File: src/rtl/pb_pkg.sv
// Shared types and helpers for the pushbutton event controller.
package pb_pkg;

  // Per-channel hold/auto-repeat state.
  typedef enum logic [1:0] {
    IDLE   = 2'd0,
    DELAY  = 2'd1,
    REPEAT = 2'd2
  } hold_state_t;

  // Default geometry, mirrored by the top-level parameter defaults.
  localparam int DEF_DEBOUNCE_CYC  = 500000;
  localparam int DEF_REPEAT_DELAY  = 25000000;
  localparam int DEF_REPEAT_PERIOD = 5000000;

  // Bits needed to hold values 0..n-1, never less than one bit.
  function automatic int cnt_width(input int n);
    return (n <= 1) ? 1 : $clog2(n);
  endfunction

  function automatic int max_int(input int a, input int b);
    return (a > b) ? a : b;
  endfunction

  // Map a raw pin level to "1 = pressed".
  function automatic logic pb_norm(input logic raw, input bit active_low);
    return active_low ? ~raw : raw;
  endfunction

  // Counter widths for the default geometry.
  localparam int DEF_DB_W   = cnt_width(DEF_DEBOUNCE_CYC + 1);
  localparam int DEF_HOLD_W = cnt_width(max_int(DEF_REPEAT_DELAY, DEF_REPEAT_PERIOD));

endpackage

File: src/rtl/pb_channel.sv
// One pushbutton channel: synchroniser, debouncer, hold/repeat FSM and
// the sticky flag/overrun registers seen by the consumer.
module pb_channel
  import pb_pkg::*;
#(
  parameter bit ACTIVE_LOW    = 1'b1,
  parameter int DEBOUNCE_CYC  = DEF_DEBOUNCE_CYC,
  parameter bit REPEAT_EN     = 1'b1,
  parameter int REPEAT_DELAY  = DEF_REPEAT_DELAY,
  parameter int REPEAT_PERIOD = DEF_REPEAT_PERIOD
) (
  input  logic clk,
  input  logic rst,
  input  logic pb_raw,
  input  logic pb_read,
  output logic pb_flag,
  output logic pb_ovf,
  output logic pb_pressed
);

  localparam int DB_W   = cnt_width(DEBOUNCE_CYC + 1);
  localparam int HOLD_W = cnt_width(max_int(REPEAT_DELAY, REPEAT_PERIOD));

  localparam logic [DB_W-1:0]   DB_LAST     = DB_W'(DEBOUNCE_CYC - 1);
  localparam logic [HOLD_W-1:0] DELAY_LAST  = HOLD_W'(REPEAT_DELAY - 1);
  localparam logic [HOLD_W-1:0] PERIOD_LAST = HOLD_W'(REPEAT_PERIOD - 1);

  // Raw pin level that means "not pressed"; synchroniser resets to it so
  // leaving reset never looks like a press.
  localparam logic IDLE_RAW = ACTIVE_LOW ? 1'b1 : 1'b0;

  logic [1:0]        sync_reg;
  logic              sample;
  logic [DB_W-1:0]   db_cnt_reg, db_cnt_next;
  logic              pressed_reg, pressed_next;
  hold_state_t       state_reg, state_next;
  logic [HOLD_W-1:0] hold_cnt_reg, hold_cnt_next;
  logic              evt;
  logic              flag_reg, flag_next;
  logic              ovf_reg, ovf_next;

  // Two-flop synchroniser on the asynchronous pin.
  always_ff @(posedge clk) begin
    if (rst) sync_reg <= {2{IDLE_RAW}};
    else     sync_reg <= {sync_reg[0], pb_raw};
  end

  assign sample = pb_norm(sync_reg[1], ACTIVE_LOW);

  // Debounce: count consecutive samples that disagree with the accepted
  // level; toggle when the count reaches DEBOUNCE_CYC, any agreement restarts.
  always_comb begin
    db_cnt_next  = '0;
    pressed_next = pressed_reg;
    if (sample != pressed_reg) begin
      if (db_cnt_reg == DB_LAST) pressed_next = ~pressed_reg;
      else                       db_cnt_next  = db_cnt_reg + 1'b1;
    end
  end

  // Debounce state registers.
  always_ff @(posedge clk) begin
    if (rst) begin
      db_cnt_reg  <= '0;
      pressed_reg <= 1'b0;
    end else begin
      db_cnt_reg  <= db_cnt_next;
      pressed_reg <= pressed_next;
    end
  end

  // Hold FSM: the first cycle seen pressed in IDLE is the press event;
  // a release always wins over a pending repeat.
  always_comb begin
    state_next    = state_reg;
    hold_cnt_next = hold_cnt_reg;
    evt           = 1'b0;
    if (!pressed_reg) begin
      state_next    = IDLE;
      hold_cnt_next = '0;
    end else begin
      case (state_reg)
        IDLE: begin
          evt           = 1'b1;
          state_next    = DELAY;
          hold_cnt_next = '0;
        end
        DELAY: begin
          if (hold_cnt_reg == DELAY_LAST) begin
            // Without auto-repeat the count parks here until release.
            if (REPEAT_EN) begin
              evt           = 1'b1;
              hold_cnt_next = '0;
              state_next    = REPEAT;
            end
          end else begin
            hold_cnt_next = hold_cnt_reg + 1'b1;
          end
        end
        REPEAT: begin
          if (hold_cnt_reg == PERIOD_LAST) begin
            evt           = 1'b1;
            hold_cnt_next = '0;
          end else begin
            hold_cnt_next = hold_cnt_reg + 1'b1;
          end
        end
        default: begin
          state_next    = IDLE;
          hold_cnt_next = '0;
        end
      endcase
    end
  end

  // Hold FSM state register.
  always_ff @(posedge clk) begin
    if (rst) begin
      state_reg    <= IDLE;
      hold_cnt_reg <= '0;
    end else begin
      state_reg    <= state_next;
      hold_cnt_reg <= hold_cnt_next;
    end
  end

  // Sticky flag/overrun next state: a new event always beats a read.
  always_comb begin
    flag_next = flag_reg;
    ovf_next  = ovf_reg;
    if (evt)          flag_next = 1'b1;
    else if (pb_read) flag_next = 1'b0;
    if (evt && flag_reg && !pb_read) ovf_next = 1'b1;
    else if (pb_read)                ovf_next = 1'b0;
  end

  // Flag and overrun registers.
  always_ff @(posedge clk) begin
    if (rst) begin
      flag_reg <= 1'b0;
      ovf_reg  <= 1'b0;
    end else begin
      flag_reg <= flag_next;
      ovf_reg  <= ovf_next;
    end
  end

  assign pb_flag    = flag_reg;
  assign pb_ovf     = ovf_reg;
  assign pb_pressed = pressed_reg;

endmodule

File: src/rtl/pb_event_ctrl.sv
// N-channel pushbutton front end: one independent pb_channel per button.
module pb_event_ctrl
  import pb_pkg::*;
#(
  parameter int N_PB          = 4,
  parameter bit ACTIVE_LOW    = 1'b1,
  parameter int DEBOUNCE_CYC  = DEF_DEBOUNCE_CYC,
  parameter bit REPEAT_EN     = 1'b1,
  parameter int REPEAT_DELAY  = DEF_REPEAT_DELAY,
  parameter int REPEAT_PERIOD = DEF_REPEAT_PERIOD
) (
  input  logic            clk,
  input  logic            rst,
  input  logic [N_PB-1:0] pb_raw,
  input  logic [N_PB-1:0] pb_read,
  output logic [N_PB-1:0] pb_flag,
  output logic [N_PB-1:0] pb_ovf,
  output logic [N_PB-1:0] pb_pressed
);

  // Channels share nothing but the clock and reset.
  generate
    for (genvar gi = 0; gi < N_PB; gi++) begin : g_ch
      pb_channel #(
        .ACTIVE_LOW    (ACTIVE_LOW),
        .DEBOUNCE_CYC  (DEBOUNCE_CYC),
        .REPEAT_EN     (REPEAT_EN),
        .REPEAT_DELAY  (REPEAT_DELAY),
        .REPEAT_PERIOD (REPEAT_PERIOD)
      ) u_ch (
        .clk        (clk),
        .rst        (rst),
        .pb_raw     (pb_raw[gi]),
        .pb_read    (pb_read[gi]),
        .pb_flag    (pb_flag[gi]),
        .pb_ovf     (pb_ovf[gi]),
        .pb_pressed (pb_pressed[gi])
      );
    end
  endgenerate

endmodule
File: config.mk
export PLATFORM = sky130hd
export DESIGN_NAME = pb_event_ctrl
export DESIGN_NICKNAME = d
export VERILOG_FILES = /design/src/rtl/pb_pkg.sv /design/src/rtl/pb_channel.sv /design/src/rtl/pb_event_ctrl.sv
export SDC_FILE = /design/constraint.sdc
export NUM_CORES = 1
export LEC_CHECK = 0
export BUFFER_PORTS_ARGS = -buffer_cell sky130_fd_sc_hd__buf_2
export CELL_PAD_IN_SITES_DETAIL_PLACEMENT = 1
export CELL_PAD_IN_SITES_GLOBAL_PLACEMENT = 2
export CORE_MARGIN = 5
export CORE_UTILIZATION = 30
export CTS_BUF_LIST = sky130_fd_sc_hd__clkbuf_8
export DETAILED_ROUTE_END_ITERATION = 8
export PLACE_DENSITY_LB_ADDON = 0.15
export REMOVE_ABC_BUFFERS = 1
export SETUP_SLACK_MARGIN = 0.4
export SKIP_LAST_GASP = 1
export SLEW_MARGIN = 30
export SYNTH_ARGS = -nofsm -noshare
export SYNTH_HDL_FRONTEND = slang
export SYNTH_SLANG_ARGS = --single-unit
File: constraint.sdc
create_clock -name clk -period 4.8 [get_ports clk]
set_input_delay 0.96 -clock clk [delete_from_list [all_inputs] [get_ports clk]]
set_output_delay 0.96 -clock clk [all_outputs]
set_load 0.005 [all_outputs]
==> results_dict.tcl <==
set metrics [dict create \
    min_period_over_period_pct 57.0 \
    stdcell_count 1531 \
    ys_top_cells_by_area "dfxtp_1 44%, nor2_1 8.7%, xor2_1 8.3%" \
    fp.dieArea_um2 34900 \
    period_minus_slack_ps 2730 \
    coreArea_um2 30700 \
    clock_latency_ps 530 \
    vias_per_cell 4.75 \
    holdWs_ps 411 \
    first_global_vias 7380 \
    synth_seq_cells 204 \
    n_fill_cell 3637 \
    cts_resized 0 \
    rsz0062_at_grt "no" \
    ff_latch_area_um2 4080 \
    r2r-start "g_ch[0].u_ch.hold_cnt_reg[10]$_SDFF_PP0_" \
    max_cap_viol_count 0 \
    cts.sinks 204 \
    yosysTopAreaCell "dfxtp_1" \
    antenna_found_initial 0 \
    port_buffers 21 \
    required_ps 5170 \
    grt_usage_pct 11.9 \
    ir_drop_mv 0.150 \
    drt_iter0_drc 223 \
    preCtsSetupSlack_ps 1950 \
    status "finished clean" \
    cts_buffers 40 \
    fp-row-count 64 \
    cts_setup_buffers 0 \
    worst_pin_slew_ps 908 \
    crit_fanout 25 \
    path_clk_slew_ps 50 \
    crit_type "reg -> reg" \
    arrival_ps 3110 \
    dp_hpwl_um 14000 \
    boundaryPins 22 \
    max_freq_mhz 366 \
    yosysSeqAreaShare_pct 43.5 \
    cp-startpoint "g_ch[0].u_ch.hold_cnt_reg[10]$_SDFF_PP0_" \
    ant_nets 0 \
    hold_buffers 0 \
    routedWlPerCell_um 13.6 \
    drtPass1Iterations 4 \
    cts_tree "done" \
    maxSlewHeadroom_pct 39.0 \
    clock_skew_ps 22.4 \
    routed_wl_um 20800 \
    syn_area_per_cell_um2 8.64 \
    dieHeight_um 187 \
    drive_gt1_share_pct 8.28 \
    path_cells "or4b_1 > or4_1 > o21ai_1 > a21o_1 > nor2_1" \
    hold_viol_final 0 \
    power_leakage_nw 3.42 \
    fp.dieW_um 187 \
    multi_input_area_um2 4950 \
    area_growth_pct 12.4 \
    clock_path_buffers 3 \
    hp-class "reg -> reg" \
    cp_slowest_stage_delay_ps 700 \
    h-tree-depth 2 \
    placed_cells 1466 \
    cp.buffers_inverters 0 \
    ys.flop_type "dfxtp_1" \
    globalplace.congestion 0.700 \
    clock-root-buffer "clkbuf_8" \
    drc 0 \
    worstSetupStartpointType "register" \
    grt_pass1_wl_um 36000 \
    power_density_nw_per_um2 323 \
    timing.final.ws_setup_ps 2070 \
    fin_tns_setup_ps 0 \
    critical_path.top_delay_family "simple AND/OR/NAND/NOR gates" \
    dpl_cell_area_um2 9790 \
    slowest_stage "a21o_1" \
    stdcell_area_um2 10500 \
    synthArstFlopShare_pct 0 \
    grt_overflow 0 \
    synth_top_cell_area_share_pct 43.5 \
    grt_max_degree 31 \
    nNetsFinal 1150 \
    setup_viol 0 \
    yosysUniqueCellTypes 46 \
    postSynthCellCount 1086 \
    synth_edf_count 0 \
    synth.cell_area_um2 9380 \
    largest_register_ffs 100 \
    num_vias 7270 \
    diodes 0 \
    hold_path_startpoint "g_ch[1].u_ch.sync_reg[0]$_SDFF_PP1_" \
    drv_slew 0 \
    crit_path_end_kind "register" \
    initial_utilization_pct 30.5 \
    ys_warn_count 0 \
]
==> path summary, 6_finish.rpt <==
check / to / slack [ps] / cells after the start
min: g_ch[1].u_ch.sync_reg[1]$_SDFF_PP1_ / 410 / 1
max: g_ch[0].u_ch.hold_cnt_reg[12]$_SDFF_PP0_ / 2070 / 5
min reg2reg: g_ch[1].u_ch.sync_reg[1]$_SDFF_PP1_ / 410 / 1
max reg2reg: g_ch[0].u_ch.hold_cnt_reg[12]$_SDFF_PP0_ / 2070 / 5
==> per-layer routing <==
metal  wire length [µm]  up-vias  part of all wire, %  GRT usage [%]
li1                   -     3708                    -              -
met1              10200     3454                   49           15.6
met2               9390       66                   45           19.5
met3                656       42                  3.2           2.58
met4                536        0                  2.6           4.18
met5                  0        -                    0              0
==> layout make-up <==
| type | count | area share, % |
|---|---|---|
| flip-flops and latches | 204 | 38.7 |
| clock inverters | 17 | 0.890 |
| inverters | 36 | 1.28 |
| clock buffers | 48 | 6.27 |
| multi-input cells | 807 | 47.0 |
| well taps | 396 | 4.70 |
| repair buffers | 23 | 1.14 |
==> synthesized netlist by cell type, types with 4 or more instances <==
library cell / instances
nor2b_1: 7
o21ai_0: 11
or4_1: 12
clkbuf_1: 21
o31ai_1: 7
dfxtp_1: 204
a21oi_1: 11
inv_1: 36
nor4bb_1: 4
xor2_1: 89
a21o_1: 4
and4_1: 20
nor4_1: 17
nand4b_1: 5
nand3_1: 76
nand4_1: 37
nand2b_1: 10
nor4b_1: 4
nand2_1: 71
xnor2_1: 74
and3_1: 27
or2_2: 14
nor3_1: 28
and2_1: 6
ha_1: 28
buf_4: 16
nor2_1: 217
==> report_power, final <==
group          total [W]  switching [W]  internal, W
clock network    0.00168       0.000730     0.000947
logic          0.0000217      0.0000135   0.00000822
registers        0.00170     0.00000258      0.00170
==> cell families after synthesis <==
| kind of cell | synth area share [%] |
|---|---|
| buffers and inverters | 3.74 |
| AOI/OAI and AO/OA | 3.22 |
| and+or+nand+nor | 30.2 |
| xor gates and xnor gates | 15.2 |
| adders and majority gates | 3.74 |
| DFF | 43.5 |
| muxes | 0.320 |
==> layout by cell type (no fill, tap or decap), types with 27 or more instances in the layout <==
cell      netlist  final
clkbuf_8        0     48
and3_1         27     27
nor3_1         28     28
nand2_1        71     71
nand4_1        37     37
dfxtp_1       204    204
xnor2_1        74     74
ha_1           28     28
nor2_1        217    217
inv_1          36     49
xor2_1         89     89
nand3_1        76     76
==> stage by stage <==
| step | total power, W | util [%] |
|---|---|---|
| after floorplan | 0.00175 | - |
| after global placement | 0.00176 | 31.8 |
| after detailed placement | 0.00176 | 31.8 |
| after CTS | 0.00350 | 34.3 |
| after global routing | 0.00358 | 34.3 |
| final | 0.00340 | 34.3 |
No activity file was read; power rests on OpenSTA's default activity.
